[config.mk]
export PLATFORM = sky130hd
export DESIGN_NAME = fetch_sequencer_flat
export DESIGN_NICKNAME = d
export VERILOG_FILES = /design/src/rtl/fetch_if.sv /design/src/rtl/fetch_sequencer.sv /design/src/flat_wrapper.sv
export SDC_FILE = /design/constraint.sdc
export NUM_CORES = 1
export LEC_CHECK = 0
export ABC_AREA = 0
export BUFFER_PORTS_ARGS = -buffer_cell sky130_fd_sc_hd__buf_4
export CORE_ASPECT_RATIO = 1.75
export CORE_MARGIN = 1.5
export CORE_UTILIZATION = 45
export CTS_CLUSTER_SIZE = 8
export DETAILED_ROUTE_END_ITERATION = 7
export PLACE_DENSITY = 0.81
export SLEW_MARGIN = 20
export SYNTH_ARGS = -nofsm -noshare
export SYNTH_HDL_FRONTEND = slang
export SYNTH_SLANG_ARGS = --single-unit
[constraint.sdc]
create_clock -name Clock -period 3.71 [get_ports Clock]
set_input_delay 0.371 -clock Clock [delete_from_list [all_inputs] [get_ports Clock]]
set_output_delay 0.371 -clock Clock [all_outputs]
set_load 0.02 [all_outputs]
[src/rtl/fetch_if.sv]
// ---------------------------------------------------------------------------
// fetch_if
//  Bundle of every non-clock signal of the instruction-fetch sequencer:
//  - run control,
//  - R7 program-counter controls,
//  - instruction-memory read port,
//  - execute-unit handshake.
//
//  Modports
//   master : the fetch sequencer (drives strobes, IR and status)
//   slave  : the surrounding datapath / counter / memory / execute unit
//
//  Signals
//   Run            1      keep fetching; 0 = stop at next instruction boundary
//   PC             AW     current R7 counter value
//   mem_q          IW     instruction memory read data
//   exec_done      1      execute unit finished current IR
//   branch_req     1      with exec_done: load PC from branch_target
//   branch_target  AW     new PC value for a taken branch
//   mem_addr       AW     memory address (= PC)
//   mem_rden       1      memory read strobe
//   PCen           1      R7 increment enable
//   pc_wren        1      R7 load enable
//   pc_data        AW     R7 load value
//   IR             IW     latched instruction register
//   ir_valid       1      IR holds an instruction awaiting execution
//   Done           1      pulse when an instruction retires
//   instr_count    CNT_W  retired instructions, saturating
// ---------------------------------------------------------------------------
interface fetch_if #(
   parameter int AW    = 6,
   parameter int IW    = 9,
   parameter int CNT_W = 16
);
   logic             Run;
   logic [AW-1:0]    PC;
   logic [IW-1:0]    mem_q;
   logic             exec_done;
   logic             branch_req;
   logic [AW-1:0]    branch_target;
   logic [AW-1:0]    mem_addr;
   logic             mem_rden;
   logic             PCen;
   logic             pc_wren;
   logic [AW-1:0]    pc_data;
   logic [IW-1:0]    IR;
   logic             ir_valid;
   logic             Done;
   logic [CNT_W-1:0] instr_count;

   modport master (
      input  Run, PC, mem_q, exec_done, branch_req, branch_target,
      output mem_addr, mem_rden, PCen, pc_wren, pc_data, IR, ir_valid,
             Done, instr_count
   );

   modport slave (
      output Run, PC, mem_q, exec_done, branch_req, branch_target,
      input  mem_addr, mem_rden, PCen, pc_wren, pc_data, IR, ir_valid,
             Done, instr_count
   );
endinterface

[src/rtl/fetch_sequencer.sv]
// ---------------------------------------------------------------------------
// fetch_sequencer
//  Instruction-fetch controller for the R7 program counter.
//
//  For each instruction it performs four steps:
//   1. addresses memory with the current PC,
//   2. waits out the memory latency,
//   3. latches the word into IR and pulses PCen,
//   4. holds IR for the execute unit until exec_done.
//  A taken branch (branch_req with exec_done) pulses pc_wren with
//  pc_data = branch_target in the retiring cycle.
//
//  Parameters
//   AW       PC / memory address width
//   IW       instruction word width
//   MEM_LAT  cycles from the mem_rden sample edge to valid mem_q (1..7)
//   CNT_W    retired-instruction counter width
//
//  Ports
//   Clock   in   clock, all state on posedge
//   reset   in   synchronous, active-high; also masks all strobes
//   bus     fetch_if.master (see fetch_if for the signal list)
// ---------------------------------------------------------------------------
module fetch_sequencer #(
   parameter int AW      = 6,
   parameter int IW      = 9,
   parameter int MEM_LAT = 1,
   parameter int CNT_W   = 16
) (
   input  logic     Clock,
   input  logic     reset,
   fetch_if.master  bus
);

   typedef enum logic [2:0] {
      S_IDLE,
      S_FETCH,
      S_WAIT,
      S_LOAD,
      S_EXEC
   } state_t;

   state_t           state_q, state_d;
   logic [2:0]       cnt_q, cnt_d;
   logic [IW-1:0]    ir_q, ir_d;
   logic [CNT_W-1:0] count_q, count_d;

   logic rden, pcen, wren, done;

   always_ff @(posedge Clock) begin
      // NOTE: state registers use non-blocking assignment so every flop
      // samples pre-edge values regardless of statement order.
      if (reset) begin
         state_q <= S_IDLE;
         cnt_q   <= '0;
         ir_q    <= '0;
         count_q <= '0;
      end else begin
         state_q <= state_d;
         cnt_q   <= cnt_d;
         ir_q    <= ir_d;
         count_q <= count_d;
      end
   end

   always_comb begin
      // NOTE: every signal written here gets a default first, so no branch
      // of the case can leave a value unassigned and infer a latch.
      state_d = state_q;
      cnt_d   = cnt_q;
      ir_d    = ir_q;
      count_d = count_q;
      rden    = 1'b0;
      pcen    = 1'b0;
      wren    = 1'b0;
      done    = 1'b0;

      case (state_q)
         S_IDLE: begin
            if (bus.Run) state_d = S_FETCH;
         end
         S_FETCH: begin
            rden    = 1'b1;
            cnt_d   = 3'(MEM_LAT - 1);
            state_d = S_WAIT;
         end
         S_WAIT: begin
            // Always spends at least one cycle here, so mem_q is sampled
            // MEM_LAT cycles after the edge that captured mem_rden.
            if (cnt_q == '0) state_d = S_LOAD;
            else             cnt_d   = cnt_q - 3'd1;
         end
         S_LOAD: begin
            ir_d    = bus.mem_q;
            pcen    = 1'b1;
            state_d = S_EXEC;
         end
         S_EXEC: begin
            // branch_req alone is ignored; it only matters when retiring.
            if (bus.exec_done) begin
               done    = 1'b1;
               wren    = bus.branch_req;
               count_d = (count_q == '1) ? count_q : count_q + 1'b1;
               state_d = bus.Run ? S_FETCH : S_IDLE;
            end
         end
         default: state_d = S_IDLE;
      endcase
   end

   // Reset is synchronous, but it must abort the current cycle too: the
   // strobes are combinational, so they are masked while reset is high.
   assign bus.mem_addr    = bus.PC;
   assign bus.mem_rden    = rden & ~reset;
   assign bus.PCen        = pcen & ~reset;
   assign bus.pc_wren     = wren & ~reset;
   assign bus.Done        = done & ~reset;
   assign bus.pc_data     = (wren & ~reset) ? bus.branch_target : '0;
   assign bus.ir_valid    = (state_q == S_EXEC) & ~reset;
   assign bus.IR          = ir_q;
   assign bus.instr_count = count_q;

endmodule
[src/flat_wrapper.sv]
// flat-port wrapper written by rule: the top's interface ports become plain ports
module fetch_sequencer_flat 
#(
   parameter int AW      = 6,
   parameter int IW      = 9,
   parameter int MEM_LAT = 1,
   parameter int CNT_W   = 16
)
  (Clock, reset, bus_Run, bus_PC, bus_mem_q, bus_exec_done, bus_branch_req, bus_branch_target, bus_mem_addr, bus_mem_rden, bus_PCen, bus_pc_wren, bus_pc_data, bus_IR, bus_ir_valid, bus_Done, bus_instr_count);
  fetch_if #(.AW(AW), .IW(IW), .CNT_W(CNT_W)) bus_i ();
  input  logic Clock;
  input  logic reset;
  input wire logic [$bits(bus_i.Run)-1:0] bus_Run;
  input wire logic [$bits(bus_i.PC)-1:0] bus_PC;
  input wire logic [$bits(bus_i.mem_q)-1:0] bus_mem_q;
  input wire logic [$bits(bus_i.exec_done)-1:0] bus_exec_done;
  input wire logic [$bits(bus_i.branch_req)-1:0] bus_branch_req;
  input wire logic [$bits(bus_i.branch_target)-1:0] bus_branch_target;
  output wire logic [$bits(bus_i.mem_addr)-1:0] bus_mem_addr;
  output wire logic [$bits(bus_i.mem_rden)-1:0] bus_mem_rden;
  output wire logic [$bits(bus_i.PCen)-1:0] bus_PCen;
  output wire logic [$bits(bus_i.pc_wren)-1:0] bus_pc_wren;
  output wire logic [$bits(bus_i.pc_data)-1:0] bus_pc_data;
  output wire logic [$bits(bus_i.IR)-1:0] bus_IR;
  output wire logic [$bits(bus_i.ir_valid)-1:0] bus_ir_valid;
  output wire logic [$bits(bus_i.Done)-1:0] bus_Done;
  output wire logic [$bits(bus_i.instr_count)-1:0] bus_instr_count;
  assign bus_i.Run = bus_Run;
  assign bus_i.PC = bus_PC;
  assign bus_i.mem_q = bus_mem_q;
  assign bus_i.exec_done = bus_exec_done;
  assign bus_i.branch_req = bus_branch_req;
  assign bus_i.branch_target = bus_branch_target;
  assign bus_mem_addr = bus_i.mem_addr;
  assign bus_mem_rden = bus_i.mem_rden;
  assign bus_PCen = bus_i.PCen;
  assign bus_pc_wren = bus_i.pc_wren;
  assign bus_pc_data = bus_i.pc_data;
  assign bus_IR = bus_i.IR;
  assign bus_ir_valid = bus_i.ir_valid;
  assign bus_Done = bus_i.Done;
  assign bus_instr_count = bus_i.instr_count;
  fetch_sequencer #(.AW(AW), .IW(IW), .MEM_LAT(MEM_LAT), .CNT_W(CNT_W)) u_core (.Clock(Clock), .reset(reset), .bus(bus_i));
endmodule
Yosys cells after proc, flatten, opt, wreduce, memory -nomap -nowiden
Cells that the tools add are included.
{"block": "op_classes", "muxes": 14, "addsub": 2, "n_eq_ne": 9, "n_bitwise": 7, "reduce_logical": 6}
{"cell": "adder 16 x 1 -> 16 bit (second input constant)", "n": 1}
{"cell": "== test 16 bit (second input constant)", "n": 1}
{"cell": "one-hot mux 3 bit (5 select lines)", "n": 1}
{"cell": "2-to-1 mux 3 bit", "n": 4}
{"cell": "2-to-1 mux 1 bit", "n": 7}
{"cell": "== test 3 x 2 -> 1 bit (second input constant)", "n": 2}
{"cell": "zero test 3 bit", "n": 2}
{"cell": "2-to-1 mux 6 bit", "n": 1}
{"cell": "!= test 2 bit (second input constant)", "n": 3}
{"cell": "one-hot mux 3 bit (2 select lines)", "n": 1}
{"cell": "AND reduction 3 bit", "n": 2}
{"cell": "bitwise AND 1 bit", "n": 5}
{"cell": "== test 3 x 1 -> 1 bit (second input constant)", "n": 1}
{"cell": "== test 3 bit (second input constant)", "n": 1}
{"cell": "subtractor 3 x 1 -> 3 bit (second input constant)", "n": 1}
{"cell": "!= test 2 x 1 -> 1 bit (second input constant)", "n": 1}
{"cell": "inverter 1 bit", "n": 2}
{"cell": "AND reduction 2 bit", "n": 1}
{"cell": "nonzero test 2 bit", "n": 1}
{"block": "word_totals", "regBits": 31, "in_bits": 26}

Logic depth before layout (Yosys ltp)
{"block": "logic_depth", "word_depth": 4, "depth_mapped": 7, "depth_no_buf": 7}

Worst setup path after synthesis
OpenSTA, ideal clock, no wires.
{"block": "synth_path", "path_type": "reg2reg", "from": "register u_core.count_q[0] (netlist: u_core.bus.instr_count[0])", "to": "register u_core.count_q[0] (netlist: u_core.bus.instr_count[0])", "setup_ps": 121, "path_buffers": 1, "slack_ps": 1798, "path_stages_with_launch": 7, "t_arrival_ps": 1791, "cell_sequence": "dfxtp_1 > ha_1 > nand4_1 > nor4_1 > buf_2 > nor2_1 > mux2_2"}
{"block": "synth_via", "elab_chain_cells": 3}
{"element": "start, declared", "line_no": "fetch_sequencer.sv:46", "rtl": "logic [CNT_W-1:0] count_q, count_d;"}
{"element": "start signal, assigned", "line_no": "fetch_sequencer.sv:62", "rtl": "count_q <= count_d;"}
{"element": "parallel branches: the longest is 3 deep, another holds adder 16 x 1 -> 16 bit"}
Several ways; the timed one is not identified.
A chain may end at the register's enable or synchronous reset.

Final worst setup path
{"block": "layout_path", "from": "register u_core.state_q[1]", "to": "output port bus_PCen"}
{"block": "layout_via", "elab_chain_cells": 3}
{"element": "start, declared", "line_no": "fetch_sequencer.sv:43", "rtl": "state_t state_q, state_d;"}
{"element": "start signal, assigned", "line_no": "fetch_sequencer.sv:59", "rtl": "state_q <= state_d;"}
{"element": "== test 3 x 2 -> 1 bit", "line_no": "fetch_sequencer.sv:78", "rtl": "case (state_q)"}
{"element": "2-to-1 mux 1 bit", "line_no": "fetch_sequencer.sv:78"}
{"element": "bitwise AND 1 bit", "line_no": "fetch_sequencer.sv:115", "rtl": "assign bus.PCen = pcen & ~reset;"}
{"element": "end, declared", "line_no": "flat_wrapper.sv:21", "rtl": "output wire logic [$bits(bus_i.PCen)-1:0] bus_PCen;"}
No other way between the ends.

==> impl_table.tex <==
\begin{tabular}{lr}
\hline
Metric & Value \\
\hline
\multicolumn{2}{l}{\textbf{Outcome}} \\
\quad Run status & completed \\
\multicolumn{2}{l}{\textbf{Synth}} \\
\quad Post-synthesis sequential element count & 31 \\
\quad Seq/Total Area, Yosys & 37.8\% \\
\quad Dominant combinational cell family by area after synthesis & simple AND/OR/NAND/NOR gates \\
\quad Synthesized instance count & 190 \\
\quad Flip-flop cell with the highest count after synthesis & sky130\_fd\_sc\_hd\_\_dfxtp\_1 \\
\quad Multiplexer share of the synthesized area & 7.39\% \\
\quad FFs w/ async S/R, synth & 0\% \\
\quad Count of cell types in the netlist & 43 \\
\quad Synthesized net count & 219 \\
\quad Post-synthesis compound-gate area fraction & 12.4\% \\
\quad Number of enable-type register cells in the synthesized netlist & 0 \\
\quad Post-synthesis adder-cell area fraction & 2.29\% \\
\quad Area of the mapped netlist & 0.00164 mm² \\
\quad XOR/XNOR share of the synthesized area & 0.534\% \\
\quad Mean instance size in the synthesized netlist & 8.64 µm² \\
\quad Fraction of the mapped netlist area in simple logic gates & 32.0\% \\
\quad Warnings, synthesis & 0 \\
\multicolumn{2}{l}{\textbf{Route}} \\
\quad Post-detailed-route wirelength per cell & 12.6 µm \\
\quad Detailed-route via count & 1581 \\
\quad DR iter-0 viols & 24 \\
\quad Via-per-instance ratio & 5.61 \\
\quad DRT antenna net count & 0 \\
\quad Routed WL & 3560 µm \\
\quad Remaining routing DRC violations & 0 \\
\quad First-pass iteration count of the detailed router & 4 \\
\multicolumn{2}{l}{\textbf{Clocking}} \\
\quad Setup repair bufs after CTS & 0 \\
\quad Clock tree from TritonCTS & built \\
\quad Worst-skew pair later-pin latency & 0.29 ns \\
\quad TritonCTS buffer count & 5 \\
\quad Number of gates resized after CTS & 0 \\
\quad Number of buffers between clock root and the deepest sink & 2 \\
\quad Buffer type at the clock tree root & sky130\_fd\_sc\_hd\_\_clkbuf\_8 \\
\quad Total number of H-tree levels & 2 \\
\quad Hold bufs inserted after CTS & 0 \\
\quad Clock sink total & 31 \\
\quad Clk slew on worst S/H paths & 0.07 ns \\
\multicolumn{2}{l}{\textbf{Placement}} \\
\quad Half-perimeter wire length after placement & 2630 µm \\
\quad Buffers added on ports & 55 \\
\quad Post-Place Setup Slack & 1.84 ns \\
\quad Instance area after placement & 0.00201 mm² \\
\quad Routability Congestion & 0.825 \\
\multicolumn{2}{l}{\textbf{Worst setup path}} \\
\quad Beginning of the critical path & u\_core.state\_q[1] \\
\quad Required time of the worst setup path & 3.34 ns \\
\quad Endpoint of the most critical register-to-register path & u\_core.bus.instr\_count[9] \\
\quad Max Fanout on Critical Path & 13 \\
\quad Critical Path Start Type & flip-flop \\
\quad Worst path arrival time & 1.82 ns \\
\quad Critical path class & reg2out \\
\quad R2R depth & 4 \\
\quad RR Startpoint & u\_core.state\_q[1] \\
\quad Last element of the critical path & bus\_PCen \\
\quad CP endpoint kind & output port \\
\quad R2R Setup Slk & 1.84 ns \\
\multicolumn{2}{l}{\textbf{Timing}} \\
\quad Worst path setup slack after routing & 1.52 ns \\
\quad Max Clock Freq & 457 MHz \\
\quad Fin Setup TNS & 0 ns \\
\quad Final Hold Viols & 0 \\
\quad Minimum hold slack & 0.312 ns \\
\quad Setup violations, final & 0 \\
\quad Fraction of the cycle the final worst path needs & 59.0\% \\
\quad Time the worst path needs with I/O delays and setup & 2.19 ns \\
\quad Transition time at the pin with the least slew margin & 0.656 ns \\
\quad Fin Clk Skew & 0.00576 ns \\
\quad RSZ-0062 raised after global routing & no \\
\quad Final Slew Violations & 0 \\
\quad Max-Slew Margin vs Limit & 56.1\% \\
\multicolumn{2}{l}{\textbf{Power}} \\
\quad Power per Cell Area & 358 mW/mm² \\
\quad Leakage power of the design & 0.000898 µW \\
\quad Maximum vdd drop & 0.310 mV \\
\multicolumn{2}{l}{\textbf{Finish}} \\
\quad Core Util, Final & 62.1\% \\
\quad Leading cell type in the layout, fill and taps excluded & sky130\_fd\_sc\_hd\_\_buf\_4 \\
\quad Share of layout cells above drive strength 1 & 30.0\% \\
\quad Layout Area Growth over Synthesis & 29.8\% \\
\quad Top library cells by usage in the layout, fill and taps aside & sky130\_fd\_sc\_hd\_\_buf\_4 (56), sky130\_fd\_sc\_hd\_\_dfxtp\_1 (31), sky130\_fd\_sc\_hd\_\_nor2\_1 (20), sky130\_fd\_sc\_hd\_\_a21oi\_1 (12), sky130\_fd\_sc\_hd\_\_mux2i\_1 (11) \\
\quad Antenna Diode Count & 0 \\
\quad Nets@finish & 265 \\
\quad Fillcell total & 342 \\
\quad Final instance area & 0.00213 mm² \\
\multicolumn{2}{l}{\textbf{Floorplanning}} \\
\quad Chip Height & 82.9 µm \\
\quad Die footprint & 0.00403 mm² \\
\quad Chip width & 48.7 µm \\
\quad Std-Cell Rows & 28 \\
\quad Top Ports & 68 \\
\quad Core Footprint & 0.00343 mm² \\
\quad Effective utilization at floorplan & 47.8\% \\
\multicolumn{2}{l}{\textbf{Global routing}} \\
\quad Vias in the first global route & 1477 \\
\quad Wire length of the first global-routing pass & 6220 µm \\
\quad Maximum number of pins on one net before global-route repair & 39 \\
\quad GRT Util Overall & 19.1\% \\
\quad Initial antenna violation count & 0 \\
\quad Final global-route overflow total & 0 \\
\multicolumn{2}{l}{\textbf{Run}} \\
\quad Number of max-cap violations & 0 \\
\multicolumn{2}{l}{\textbf{Min path}} \\
\quad Hold crit path type & in2reg \\
\hline
\end{tabular}
-- routing by layer --
layer	up-vias	global-route usage, %	share of wire, %
li1	796	-	-
met1	731	20.4	42
met2	43	33.6	51
met3	11	4.68	5.3
met4	0	10.4	2.4
met5	-	0	0
-- worst min path at each step --
stage | from | endpoint | slack (ns) | cells after the start
4_1_cts | bus_mem_q[4] | u_core.bus.IR[4] | 0.31 | 3
2_1_floorplan | u_core.cnt_q[1] | u_core.cnt_q[1] | 0.49 | 2
3_5_place_dp | u_core.bus.IR[4] | u_core.bus.IR[4] | 0.49 | 2
6_report | bus_mem_q[4] | u_core.bus.IR[4] | 0.31 | 3
3_3_place_gp | u_core.bus.IR[1] | u_core.bus.IR[1] | 0.48 | 2
5_1_grt | bus_mem_q[4] | u_core.bus.IR[4] | 0.31 | 3
-- area by class of cell --
class / instances / area (µm²) / share of cell area, %
clock buffers: 6 / 82.6 / 3.88
clock inverters: 2 / 35.0 / 1.64
inverters: 5 / 18.8 / 0.881
multi-input cells: 137 / 897 / 42.1
flip-flops and latches: 31 / 621 / 29.1
well taps: 45 / 56.3 / 2.64
repair buffers: 56 / 420 / 19.7
-- synthesized netlist by cell type (2+ instances only) --
cell type / n / share of area [%]
sky130_fd_sc_hd__clkbuf_1: 6 / 1.4
sky130_fd_sc_hd__ha_1: 3 / 2.3
sky130_fd_sc_hd__and3_1: 6 / 2.3
sky130_fd_sc_hd__or4b_1: 2 / 1.2
sky130_fd_sc_hd__o31ai_1: 2 / 0.91
sky130_fd_sc_hd__buf_6: 2 / 1.4
sky130_fd_sc_hd__buf_2: 3 / 0.91
sky130_fd_sc_hd__nand2b_1: 3 / 1.1
sky130_fd_sc_hd__or3_1: 5 / 1.9
sky130_fd_sc_hd__or4_1: 2 / 0.91
sky130_fd_sc_hd__o21ai_0: 7 / 2.1
sky130_fd_sc_hd__dfxtp_1: 31 / 38
sky130_fd_sc_hd__a22oi_1: 3 / 1.4
sky130_fd_sc_hd__nor2_1: 20 / 4.6
sky130_fd_sc_hd__nand3_1: 6 / 1.8
sky130_fd_sc_hd__nor2b_1: 3 / 1.1
sky130_fd_sc_hd__a211oi_1: 3 / 1.4
sky130_fd_sc_hd__inv_1: 5 / 1.1
sky130_fd_sc_hd__nor4b_1: 2 / 1.1
sky130_fd_sc_hd__nand4_1: 7 / 2.7
sky130_fd_sc_hd__nand2_1: 9 / 2.1
sky130_fd_sc_hd__mux2i_1: 11 / 6.7
sky130_fd_sc_hd__and4_1: 4 / 2.1
sky130_fd_sc_hd__a21oi_1: 12 / 3.7
sky130_fd_sc_hd__buf_4: 6 / 2.7
sky130_fd_sc_hd__nor3_1: 10 / 3.0
-- per-stage QoR --
stage | total power [µW] | cells
3_3_place_gp | 423 | 274
4_1_cts | 769 | 282
5_1_grt | 784 | 282
3_5_place_dp | 425 | 274
6_report | 762 | 282
2_1_floorplan | 407 | 190
-- power by group --
| group | switching (µW) | internal [µW] | leakage (µW) |
|---|---|---|---|
| Combinational | 27.8 | 36.2 | 0.000586 |
| Sequential | 12.6 | 340 | 0.000250 |
| Clock | 128 | 217 | 0.0000612 |
-- worst max-delay path, cell delays in order (launching register included) --
cell and delay, ns:
sky130_fd_sc_hd__dfxtp_1 0.56, sky130_fd_sc_hd__nand3b_1 0.56, sky130_fd_sc_hd__nor2_1 0.24, sky130_fd_sc_hd__buf_4 0.17
-- registers in the layout, indices dropped and copies added (netlist names) --
signal and count:
u_core.cnt_q 3, u_core.bus.IR 9, u_core.state_q 3, u_core.bus.instr_count 16
-- cell families (layout without fill, tap and decap cells) --
group,count (synthesis),after routing
DFF,31,31
muxes,12,12
AOI/OAI and AO/OA,33,33
buffers and inverters,22,69
adders and majority gates,3,3
xor gates and xnor gates,1,1
and+or+nand+nor,88,88
No activity file was read; power rests on OpenSTA's default activity.
